**src/rtl/instr_fetch_unit.sv**
```systemverilog
// Instruction fetch stage: owns the PC, issues one request at a time to a variable-latency
// instruction memory and presents instr_o/pc_o to decode, with a 1-entry hold buffer for stalls.
module instr_fetch_unit #(
    parameter logic [63:0] RESET_PC  = 64'h0,
    parameter logic [31:0] NOP_INSTR = 32'h0000_0013
) (
    input  logic        clk_i,
    input  logic        rst_i,
    input  logic        pc_en_i,
    input  logic        if_en_i,
    input  logic        flush_i,
    input  logic        pc_src_i,
    input  logic [63:0] branch_pc_i,
    output logic        imem_req_o,
    output logic [63:0] imem_addr_o,
    input  logic        imem_gnt_i,
    input  logic        imem_rvalid_i,
    input  logic [31:0] imem_rdata_i,
    output logic [31:0] instr_o,
    output logic [63:0] pc_o,
    output logic        instr_valid_o
);

    localparam logic [1:0] REQ  = 2'd0;
    localparam logic [1:0] WAIT = 2'd1;
    localparam logic [1:0] KILL = 2'd2;

    logic [1:0]  state_r;
    logic [63:0] pc_r;
    logic [63:0] req_pc_r;
    logic        buf_full_r;
    logic [31:0] buf_instr_r;
    logic [63:0] buf_pc_r;

    logic grant;
    logic rsp;

    // A full hold buffer blocks new fetches so at most one word ever needs parking.
    assign imem_req_o  = ~rst_i & (state_r == REQ) & pc_en_i & ~buf_full_r;
    assign imem_addr_o = pc_r;
    assign grant       = imem_req_o & imem_gnt_i;
    assign rsp         = (state_r == WAIT) & imem_rvalid_i;

    // NOTE: all state updates use non-blocking assignments so every register samples
    // the pre-edge values regardless of statement order.
    always_ff @(posedge clk_i) begin
        if (rst_i) begin
            if (state_r == WAIT || state_r == KILL) begin
                state_r <= KILL;
            end else begin
                state_r <= REQ;
            end
            pc_r          <= RESET_PC;
            req_pc_r      <= 64'h0;
            buf_full_r    <= 1'b0;
            instr_o       <= NOP_INSTR;
            pc_o          <= 64'h0;
            instr_valid_o <= 1'b0;
        end else begin
            case (state_r)
                REQ: begin
                    if (grant) begin
                        state_r <= pc_src_i ? KILL : WAIT;
                    end
                end
                WAIT: begin
                    if (imem_rvalid_i) begin
                        state_r <= REQ;
                    end else if (pc_src_i) begin
                        state_r <= KILL;
                    end
                end
                KILL: begin
                    if (imem_rvalid_i) begin
                        state_r <= REQ;
                    end
                end
                default: state_r <= REQ;
            endcase

            if (pc_src_i) begin
                pc_r <= branch_pc_i;
            end else if (grant) begin
                pc_r <= pc_r + 64'd4;
            end

            if (grant) begin
                req_pc_r <= pc_r;
            end

            if (pc_src_i) begin
                buf_full_r <= 1'b0;
            end else if (if_en_i && buf_full_r) begin
                buf_full_r <= 1'b0;
            end else if (rsp && !if_en_i) begin
                buf_full_r <= 1'b1;
            end

            // A flush squashes whatever would have been presented; pc_o keeps its last value.
            if (if_en_i) begin
                if (flush_i || pc_src_i) begin
                    instr_o       <= NOP_INSTR;
                    instr_valid_o <= 1'b0;
                end else if (buf_full_r) begin
                    instr_o       <= buf_instr_r;
                    pc_o          <= buf_pc_r;
                    instr_valid_o <= 1'b1;
                end else if (rsp) begin
                    instr_o       <= imem_rdata_i;
                    pc_o          <= req_pc_r;
                    instr_valid_o <= 1'b1;
                end else begin
                    instr_o       <= NOP_INSTR;
                    instr_valid_o <= 1'b0;
                end
            end else if (flush_i) begin
                instr_o       <= NOP_INSTR;
                instr_valid_o <= 1'b0;
            end
        end
    end

    // NOTE: the buffer payload has no reset; buf_full_r alone says whether it is meaningful.
    always_ff @(posedge clk_i) begin
        if (!rst_i && rsp && !if_en_i && !pc_src_i) begin
            buf_instr_r <= imem_rdata_i;
            buf_pc_r    <= req_pc_r;
        end
    end

endmodule
```
**config.mk**
```make
export PLATFORM = sky130hd
export DESIGN_NAME = instr_fetch_unit
export DESIGN_NICKNAME = d
export VERILOG_FILES = /design/src/rtl/instr_fetch_unit.sv
export SDC_FILE = /design/constraint.sdc
export NUM_CORES = 1
export LEC_CHECK = 0
export ABC_AREA = 1
export CAP_MARGIN = 20
export CORE_MARGIN = 3
export CORE_UTILIZATION = 31
export DETAILED_ROUTE_END_ITERATION = 10
export GPL_ROUTABILITY_DRIVEN = 0
export PLACE_DENSITY = 0.58
export SETUP_SLACK_MARGIN = 0.4
export SYNTH_ARGS = -nofsm -noshare
export SYNTH_HDL_FRONTEND = slang
export SYNTH_SLANG_ARGS = --single-unit
```
**constraint.sdc**
```tcl
create_clock -name clk_i -period 9.1 [get_ports clk_i]
set_input_delay 1.82 -clock clk_i [delete_from_list [all_inputs] [get_ports clk_i]]
set_output_delay 1.82 -clock clk_i [all_outputs]
set_load 0.1 [all_outputs]
```
==> results of run 1 <==
## state kept, by name, summed over array words and instances, names as in the netlist
| name | cells |
|---|---|
| buf_full_r | 1 |
| buf_instr_r | 32 |
| buf_pc_r | 64 |
| imem_addr_o | 64 |
| instr_o | 32 |
| instr_valid_o | 1 |
| pc_o | 64 |
| req_pc_r | 64 |
| state_r | 2 |
## Yosys cell counts, types with 4 or more instances
cell type / n
sky130_fd_sc_hd__buf_2: 26
sky130_fd_sc_hd__ha_1: 4
sky130_fd_sc_hd__clkbuf_1: 68
sky130_fd_sc_hd__a31oi_1: 79
sky130_fd_sc_hd__inv_1: 123
sky130_fd_sc_hd__nor2_2: 8
sky130_fd_sc_hd__xnor2_1: 4
sky130_fd_sc_hd__o21ai_0: 175
sky130_fd_sc_hd__o211ai_1: 13
sky130_fd_sc_hd__nand4_1: 11
sky130_fd_sc_hd__nand2_1: 477
sky130_fd_sc_hd__edfxtp_1: 98
sky130_fd_sc_hd__dfxtp_1: 226
sky130_fd_sc_hd__xor2_1: 21
sky130_fd_sc_hd__nor2_4: 7
sky130_fd_sc_hd__o21ai_1: 37
sky130_fd_sc_hd__nor2_1: 177
sky130_fd_sc_hd__or2_2: 13
sky130_fd_sc_hd__nand3_1: 59
sky130_fd_sc_hd__a21oi_1: 117
sky130_fd_sc_hd__nand2_2: 9
## stage by stage
stage / hold slack [ns] / area [sq um] / setup WS [ns]
2_1_floorplan: 0.425 / 14100 / 2.14
3_3_place_gp: 0.436 / 17200 / 3.49
3_5_place_dp: 0.435 / 17200 / 3.52
4_1_cts: 0.451 / 18400 / 3.51
5_1_grt: 0.466 / 18500 / 3.45
6_report: 0.450 / 18500 / 3.53
## path summary, 6_finish.rpt
check | to | cells after the start | from | slack (ns)
worst min-delay path | buf_pc_r[2]$_DFFE_PP_ | 0 | req_pc_r[2]$_SDFFE_PP0P_ | 0.45
worst max register to register | pc_o[55]$_SDFFE_PP0P_ | 8 | state_r[1]$_DFFE_PP_ | 5.63
worst min register to register | buf_pc_r[2]$_DFFE_PP_ | 0 | req_pc_r[2]$_SDFFE_PP0P_ | 0.45
worst max-delay path | imem_req_o | 6 | pc_en_i | 3.53
## cells by family after synthesis
| kind of cell | share of synthesized area |
|---|---|
| compound gates | 0.161 |
| simple gates | 0.227 |
| fa+ha+maj | 0.00354 |
| buf+inv | 0.0638 |
| xor+xnor | 0.0155 |
| flops | 0.529 |
## final cells by class
cell class	count	area (sq um)	share of cell area
Sequential cell	324	7470	0.404
Multi-Input combinational cell	1225	5770	0.312
Timing Repair Buffer	280	2830	0.153
Clock buffer	52	1080	0.0581
Tap cell	592	741	0.0400
Inverter	127	479	0.0259
Clock inverter	14	150	0.00811
## metal layers
metal	share of wire	wire, um
met3	0.075	3690
met2	0.44	21500
met5	0.00026	13
met4	0.031	1500
met1	0.46	22400
## critical path: cells and delay by family
kind | cells | cell delay, ns
simple gates | 2 | 0.17
buf+inv | 4 | 1.76
## cell usage in the layout, fill, tap and decap left out, drive strengths merged, types with 2 or more instances in the layout
cell	Yosys	layout
clkdlybuf4s50	0	262
nor2	195	195
inv	126	125
a21oi	118	118
bufinv	0	3
o21ai	212	212
or2	13	13
a31oi	79	79
xnor2	4	4
nand3	59	59
dfxtp	226	226
nor3	2	2
o211ai	13	13
xor2	21	21
clkinv	1	13
nand2	489	489
nand4	11	11
buf	30	18
clkbuf	69	52
edfxtp	98	98
ha	4	4
## report_power, final
part | total [mW] | switching (mW) | internal [mW]
clock | 1.51 | 0.602 | 0.911
sequential | 1.64 | 0.0697 | 1.57
combinational | 0.598 | 0.435 | 0.163
==> flow_summary.toml, run 1 <==
[layout]
final_nets = 2103
areaGrowthSynthToFinish_pct = 31.1
final_util = 0.415
antenna-diode-count = 0
layout-drive-gt1-share = 0.0613
post_layout_nonfiller_instances = 2614
final.fill_count = 4476

[worst_setup_path]
timing.critical_path.cells = "clkdlybuf4s50_1, inv_1, nor2_2, nand2_2, inv_2, clkdlybuf4s50_1"
crit_path_end_kind = "output pin"
cp.required_ns = 7.28
critical_path.slowest_cell = "sky130_fd_sc_hd__clkdlybuf4s50_1"
worst-setup-path-type = "input pin to output pin"
setup.worst_path.start_class = "input pin"
critical_path.most_common_cell = "sky130_fd_sc_hd__clkdlybuf4s50_1"
critical_path.max_stage_delay_ns = 1.14
timing.critical_path.fanout_max = 2
critPathArrivalTime_ns = 3.75

[floorplan]
io-pin-count = 266
die_width_um = 219
design.die.area_sq_um = 48100
dieHeight_um = 219
initial_standard_cell_utilization_of_the_core = 0.317
num_rows = 77
design.core.area_sq_um = 44600

[clock_network]
cts_repair_resize_count = 0
tritoncts = "done"
numCtsBuffers = 37
cts.root.buffer_cell = "sky130_fd_sc_hd__clkbuf_16"
post_cts.repair.setup_buffers = 0
htree_levels = 2
post_cts_hold_buffer_count = 0
worst_setup_hold_path_clk_slew_ns = 0.05
clkLatencyLatePin_ns = 0.55
worst_case_clock_buffer_depth = 3
clkSinkCount = 324

[global_routing]
globalRouteOverflowTotal = 0
largest_net_degree_at_the_start_of_global_routing = 99
grt.total_usage = 0.198
global_route.peak_usage_layer = "met2"
grt.met3_usage = 0.0393
use_met1 = 0.282
antenna_found_initial = 1
met2_usage = 0.300
first_global_vias = 12131
grt_pass1_wl_mm = 73.6

[yosys]
yosysSeqAreaShare = 0.529
synthesis.area_sq_um = 14100
synth_cells = 1775
synth_area_per_cell_sq_um = 7.95
synth.top_cell.area_share = 0.320
synth_fp_nets = 1883
synth_area_leader_cell = "sky130_fd_sc_hd__dfxtp_1"
synth_cell_type_count = 36
edff_count_synth = 98
yosysWarningCount = 0
fraction_of_registers_with_async_set_or_reset_after_synthesis = 0
synth_top_flop_cell = "sky130_fd_sc_hd__dfxtp_1"
post_synth_main_area_contributors = "sky130_fd_sc_hd__dfxtp_1 32%, sky130_fd_sc_hd__edfxtp_1 21%, sky130_fd_sc_hd__nand2_1 13%"
ys_seq_elements = 324

[route]
drt_pass1_iterations = 6
vias_per_cell = 4.97
ant_nets = 0
routed_wl_mm = 49.1
vias = 12992
drt_iter0_markers = 1129
route.detailed.drc = 0
avgRoutedWirePerCell_um = 18.8

[placement]
detailedPlacementHpwl_mm = 34.3
i_o_buffers = 265
number_of_placed_instances_taps_included = 2545

[power]
cellLeakagePower_nw = 6.51
ir_drop_v = 0.000103
powerDensity_nw_per_um2 = 202
pnr_total_power_mw = 3.75

[timing]
period_minus_slack_ns = 5.57
max_clock_freq_mhz = 180
worst_clock_skew_ns = 0.0116
totalNegativeSetupSlack_ns = 0
maxSlewHeadroom = 0.254
rsz0062_at_grt = "false"
report.final.setup_viol = 0
max_slew.worst_pin.slew_ns = 1.12
finalHoldViolations = 0
final-max-slew-violation-count = 0
fin_crit_sh = 0.612

[status]
result_of_the_run = "complete, no violations"

[job]
cap_viol_max_count = 0

[hold_path]
holdCritPathClass = "flop to flop"
Note: power is estimated with default switching activity, not from simulation.
==> run 2, diff against run 1 <==
Clock period 9.1 ns to 5.2 ns, I/O delays scaled along.
==> run 2 against run 1 <==
Against the previous run:
- first-iteration DRC count down 3.7%
- total power grew 75%
- clock-buffer cell count increased by 3
- register-to-register slack lost 3.0 ns
- cell area about the same
- critical path depth down 5
- sequential cell count unchanged
- worst setup slack got worse by 1.7 ns
- die area unchanged
- routed wire length grew 0.56%
- via count up 1.3%
- largest power group unchanged
==> flow_summary.toml, run 2 (same netlist as run 1, synthesis figures left out) <==
[floorplan]
initial_standard_cell_utilization_of_the_core = 0.317
dieHeight_um = 219
io-pin-count = 266
die_width_um = 219
design.die.area_sq_um = 48100
num_rows = 77
design.core.area_sq_um = 44600

[worst_setup_path]
reg2reg_slack_ns = 2.60
worst-setup-path-type = "flop to output pin"
cp.required_ns = 4.16
timing.rr.end = "imem_addr_o[20]$_SDFFE_PP0P_"
depth_of_the_worst_register_to_register_path = 13
cp-endpoint = "imem_addr_o[20]"
critical_path.max_stage_delay_ns = 1.22
worst_path_dominant_cell_family = "buffers and inverters"
setup.worst_path.start_class = "flop"
critPathArrivalTime_ns = 2.36
critPathBufInv = 1
reg2reg_from = "state_r[0]$_SDFFCE_PP0P_"
timing.critical_path.fanout_max = 6
launching_element_of_the_worst_setup_path = "imem_addr_o[20]$_SDFFE_PP0P_"
crit_path_end_kind = "output pin"
timing.critical_path.cells = "clkdlybuf4s50_1"
worst-path-stages = 1
critical_path.slowest_cell = "sky130_fd_sc_hd__clkdlybuf4s50_1"

[global_routing]
globalRouteOverflowTotal = 0
grt.total_usage = 0.198
grt_pass1_wl_mm = 73.9
largest_net_degree_at_the_start_of_global_routing = 145
first_global_vias = 12439
antenna_found_initial = 0

[clock_network]
clkLatencyLatePin_ns = 0.55
cts_repair_resize_count = 0
worst_case_clock_buffer_depth = 3
clkSinkCount = 324
numCtsBuffers = 38
cts.root.buffer_cell = "sky130_fd_sc_hd__clkbuf_16"
tritoncts = "done"
worst_setup_hold_path_clk_slew_ns = 0.06
post_cts.repair.setup_buffers = 0
htree_levels = 2
post_cts_hold_buffer_count = 0

[timing]
period_minus_slack_ns = 3.40
finalHoldViolations = 0
max_clock_freq_mhz = 295
fin_crit_sh = 0.653
rsz0062_at_grt = "false"
final-max-slew-violation-count = 0
report.final.setup_viol = 0
fin_hold_ws_ns = 0.455
max_slew.worst_pin.slew_ns = 1.15
totalNegativeSetupSlack_ns = 0
worst_clock_skew_ns = 0.0150
maxSlewHeadroom = 0.228

[route]
ant_nets = 0
route.detailed.drc = 0
vias_per_cell = 5.03
routed_wl_mm = 49.4
avgRoutedWirePerCell_um = 18.9
vias = 13157
drt_iter0_markers = 1087
drt_pass1_iterations = 5

[layout]
areaGrowthSynthToFinish_pct = 31.1
multiInputGateArea_sq_um = 5770
ff_latch_area_sq_um = 7470
layout-drive-gt1-share = 0.0627
most-common-layout-cells = "477 x sky130_fd_sc_hd__nand2_1, 262 x sky130_fd_sc_hd__clkdlybuf4s50_1, 225 x sky130_fd_sc_hd__dfxtp_1"
antenna-diode-count = 0
final_util = 0.415
final_nets = 2102
final.fill_count = 4453
mostFrequentLayoutCell = "sky130_fd_sc_hd__nand2_1"
stdcell_area_sq_um = 18500

[placement]
cell_area_reported_after_detailed_placement_sq_um = 17200
i_o_buffers = 265
detailedPlacementHpwl_mm = 34.2

[job]
cap_viol_max_count = 0

[status]
result_of_the_run = "complete, no violations"

[power]
cellLeakagePower_nw = 6.51
ir_drop_v = 0.000200
powerDensity_nw_per_um2 = 354

[hold_path]
holdCritPathClass = "flop to flop"
==> run 2: cell types whose count changed in the layout (fill, tap and decap cells not counted), sizes merged <==
| cell | change |
|---|---|
| clkbuf | +3 |
| clkinvlp | +2 |
| clkinv | +2 |
| buf | -2 |
| bufinv | -3 |
==> run 2: how the worst min path moves through the flow <==
stage	to	from	cells past startpoint	slack, ns
final	buf_pc_r[16]$_DFFE_PP_	req_pc_r[16]$_SDFFE_PP0P_	0	0.45
after CTS	buf_pc_r[16]$_DFFE_PP_	req_pc_r[16]$_SDFFE_PP0P_	0	0.46
after global placement	buf_pc_r[7]$_DFFE_PP_	req_pc_r[7]$_SDFFE_PP0P_	0	0.44
after detailed placement	buf_pc_r[28]$_DFFE_PP_	req_pc_r[28]$_SDFFE_PP0P_	0	0.44
after floorplan	buf_pc_r[0]$_DFFE_PP_	req_pc_r[0]$_SDFFE_PP0P_	0	0.43
after global routing	buf_pc_r[28]$_DFFE_PP_	req_pc_r[28]$_SDFFE_PP0P_	0	0.46
==> run 2: final cells by class <==
cell class,instances,area share
Inverter,127,0.0259
Sequential cell,324,0.403
Clock inverter,15,0.00466
Timing Repair Buffer,278,0.151
Multi-Input combinational cell,1225,0.312
Tap cell,592,0.0400
Clock buffer,55,0.0638
==> run 2: through the flow <==
| stage | worst slack (ns) | std cells | total power, mW |
|---|---|---|---|
| after CTS | 1.80 | 2615 | 6.63 |
| after floorplan | 0.643 | 1775 | 3.60 |
| after global placement | 1.59 | 2544 | 3.94 |
| after global routing | 1.80 | 2616 | 6.81 |
| after detailed placement | 1.51 | 2545 | 3.96 |
| final | 1.80 | 2616 | 6.56 |
==> run 2: routing by layer <==
layer	GRT usage	routed length (um)
met4	0.0780	1880
met1	0.279	22500
met5	0	0
met3	0.0360	3910
met2	0.301	21100
==> run 2: report_power, final <==
group          internal (mW)  leakage [nW]  switching, mW
clock                   1.58         0.623           1.07
combinational          0.283          3.18          0.758
sequential              2.74          2.71          0.123
total                   4.61          6.51           1.95
==> run 3, diff against run 2 <==
Settings changed: PLACE_DENSITY 0.58 to 0.6.
Clock period 5.2 ns to 3.1 ns, I/O delays scaled along.
==> run 3 against run 2 <==
Against the previous run:
- cell count up 0.15%
- critical endpoint is now imem_req_o
- clock-buffer cell count down 1
- routed wire length down 1.1%
- global-route usage up 0.098 points
- largest power group unchanged
- combinational power up 67%
- cell area down 1.8%
- utilization down 0.74 points
- hold slack worse by 0.0067 ns
==> flow_summary.toml, run 3 (same netlist as run 1, synthesis figures left out) <==
[worst_setup_path]
crit_path_end_kind = "output pin"
timing.critical_path.fanout_max = 2
cp.required_ns = 2.48
timing.rr.end = "pc_o[57]$_SDFFE_PP0P_"
worst-setup-path-type = "flop to output pin"
critical_path.most_common_cell = "sky130_fd_sc_hd__inv_1"
timing.critical_path.cells = "inv_1, ha_1, inv_1, nor2_1, nand2_2, inv_2, buf_12"
reg2reg_slack_ns = 0.81
critical_path.slowest_cell = "sky130_fd_sc_hd__edfxtp_1"
setup.worst_path.start_class = "flop"
critical_path.max_stage_delay_ns = 0.40
reg2reg_from = "buf_full_r$_SDFFE_PP0P_"
critPathArrivalTime_ns = 1.81
depth_of_the_worst_register_to_register_path = 5

[timing]
worst_clock_skew_ns = 0.0303
fin_crit_sh = 0.785
report.final.setup_viol = 0
max_slew.worst_pin.slew_ns = 0.748
fin_hold_ws_ns = 0.448
maxSlewHeadroom = 0.501
totalNegativeSetupSlack_ns = 0
finalHoldViolations = 0
rsz0062_at_grt = "false"
post-route-worst-setup-slack_ns = 0.666
final-max-slew-violation-count = 0
period_minus_slack_ns = 2.43
max_clock_freq_mhz = 411

[route]
vias_per_cell = 5.04
vias = 13196
routed_wl_mm = 48.9
route.detailed.drc = 0
drt_pass1_iterations = 6
avgRoutedWirePerCell_um = 18.7
ant_nets = 0
drt_iter0_markers = 1335

[clock_network]
clkSinkCount = 324
worst_setup_hold_path_clk_slew_ns = 0.06
worst_case_clock_buffer_depth = 3
htree_levels = 2
tritoncts = "done"
clkLatencyLatePin_ns = 0.55
cts.root.buffer_cell = "sky130_fd_sc_hd__clkbuf_16"
post_cts.repair.setup_buffers = 0
numCtsBuffers = 37
post_cts_hold_buffer_count = 0
cts_repair_resize_count = 0

[power]
net_switching_power_mw = 3.29
relative_contribution_of_sequential_cells_to_total_power = 0.436
powerDensity_nw_per_um2 = 607
swShare = 0.298
clockPowerShare = 0.407
cellLeakagePower_nw = 6.84
internal-power_mw = 7.75
ir_drop_v = 0.000279
pnr_total_power_mw = 11.0
power.combinational.fraction = 0.157

[hold_path]
holdCritPathClass = "flop to flop"
hold_path_startpoint = "req_pc_r[9]$_SDFFE_PP0P_"
hold_path_depth = 0
timing.hold.worst_endpoint = "buf_pc_r[9]$_DFFE_PP_"

[global_routing]
grt.total_usage = 0.199
grt_pass1_wl_mm = 74.8
antenna_found_initial = 1
first_global_vias = 12651
largest_net_degree_at_the_start_of_global_routing = 135
globalRouteOverflowTotal = 0

[layout]
final_util = 0.408
final_nets = 2108
post_layout_nonfiller_instances = 2620
most-common-layout-cells = "477 x sky130_fd_sc_hd__nand2_1, 225 x sky130_fd_sc_hd__dfxtp_1, 175 x sky130_fd_sc_hd__nor2_1, 175 x sky130_fd_sc_hd__o21ai_0, 174 x sky130_fd_sc_hd__buf_4"
areaGrowthSynthToFinish_pct = 28.8
layout-drive-gt1-share = 0.144
stdcell_area_sq_um = 18200
mostFrequentLayoutCell = "sky130_fd_sc_hd__nand2_1"
antenna-diode-count = 0

[floorplan]
design.core.area_sq_um = 44600
io-pin-count = 266
num_rows = 77
initial_standard_cell_utilization_of_the_core = 0.317
dieHeight_um = 219
design.die.area_sq_um = 48100
die_width_um = 219

[placement]
i_o_buffers = 265
cell_area_reported_after_detailed_placement_sq_um = 17000
number_of_placed_instances_taps_included = 2553
placement.setup.worst_slack_ns = 0.560
detailedPlacementHpwl_mm = 34.7

[status]
result_of_the_run = "complete, no violations"

[job]
cap_viol_max_count = 0
run 3: changes by cell type in the layout (fill, tap and decap cells not counted), sizes merged:
cell	delta
buf	+168
clkbuf	-1
bufinv	+3
inv	+2
clkinv	-7
clkdlybuf4s50	-161
run 3: power by group through the flow:
| stage | clock network, mW | logic (mW) | registers (mW) |
|---|---|---|---|
| 2_1_floorplan | 0 | 0.599 | 5.44 |
| 3_3_place_gp | 0 | 1.71 | 4.90 |
| 3_5_place_dp | 0 | 1.73 | 4.90 |
| 4_1_cts | 4.60 | 1.74 | 4.81 |
| 5_1_grt | 4.76 | 1.86 | 4.84 |
| 6_report | 4.49 | 1.74 | 4.82 |
run 3: area by class of cell:
| class | instances | area (sq um) |
|---|---|---|
| inverters | 127 | 479 |
| flip-flops and latches | 324 | 7470 |
| multi-input cells | 1225 | 5770 |
| fillers | 4512 | 26400 |
| clock inverters | 13 | 156 |
| repair buffers | 285 | 2490 |
| well taps | 592 | 741 |
| clock buffers | 54 | 1080 |
run 3: worst max path at each step:
| stage | start | endpoint | cells after the start |
|---|---|---|---|
| floorplan | pc_src_i | buf_instr_r[0]$_DFFE_PP_ | 5 |
| global placement | pc_en_i | imem_addr_o[21]$_SDFFE_PP0P_ | 11 |
| detailed placement | pc_en_i | imem_addr_o[24]$_SDFFE_PP0P_ | 11 |
| CTS | state_r[0]$_SDFFCE_PP0P_ | imem_req_o | 7 |
| global route | state_r[0]$_SDFFCE_PP0P_ | imem_req_o | 7 |
| finish | state_r[0]$_SDFFCE_PP0P_ | imem_req_o | 7 |
run 3: critical path: cells and delay by family (launching register included):
family / cells / cell delay (ns)
flops: 1 / 0.40
simple gates: 2 / 0.20
fa+ha+maj: 1 / 0.18
buf+inv: 4 / 0.49
run 3: metal layers:
layer	GRT usage	vias to the layer above	wire length, um
met4	0.0670	2	1530
li1	-	6356	-
met1	0.283	6199	22700
met3	0.0402	100	3500
met2	0.301	539	21100
met5	0	-	10
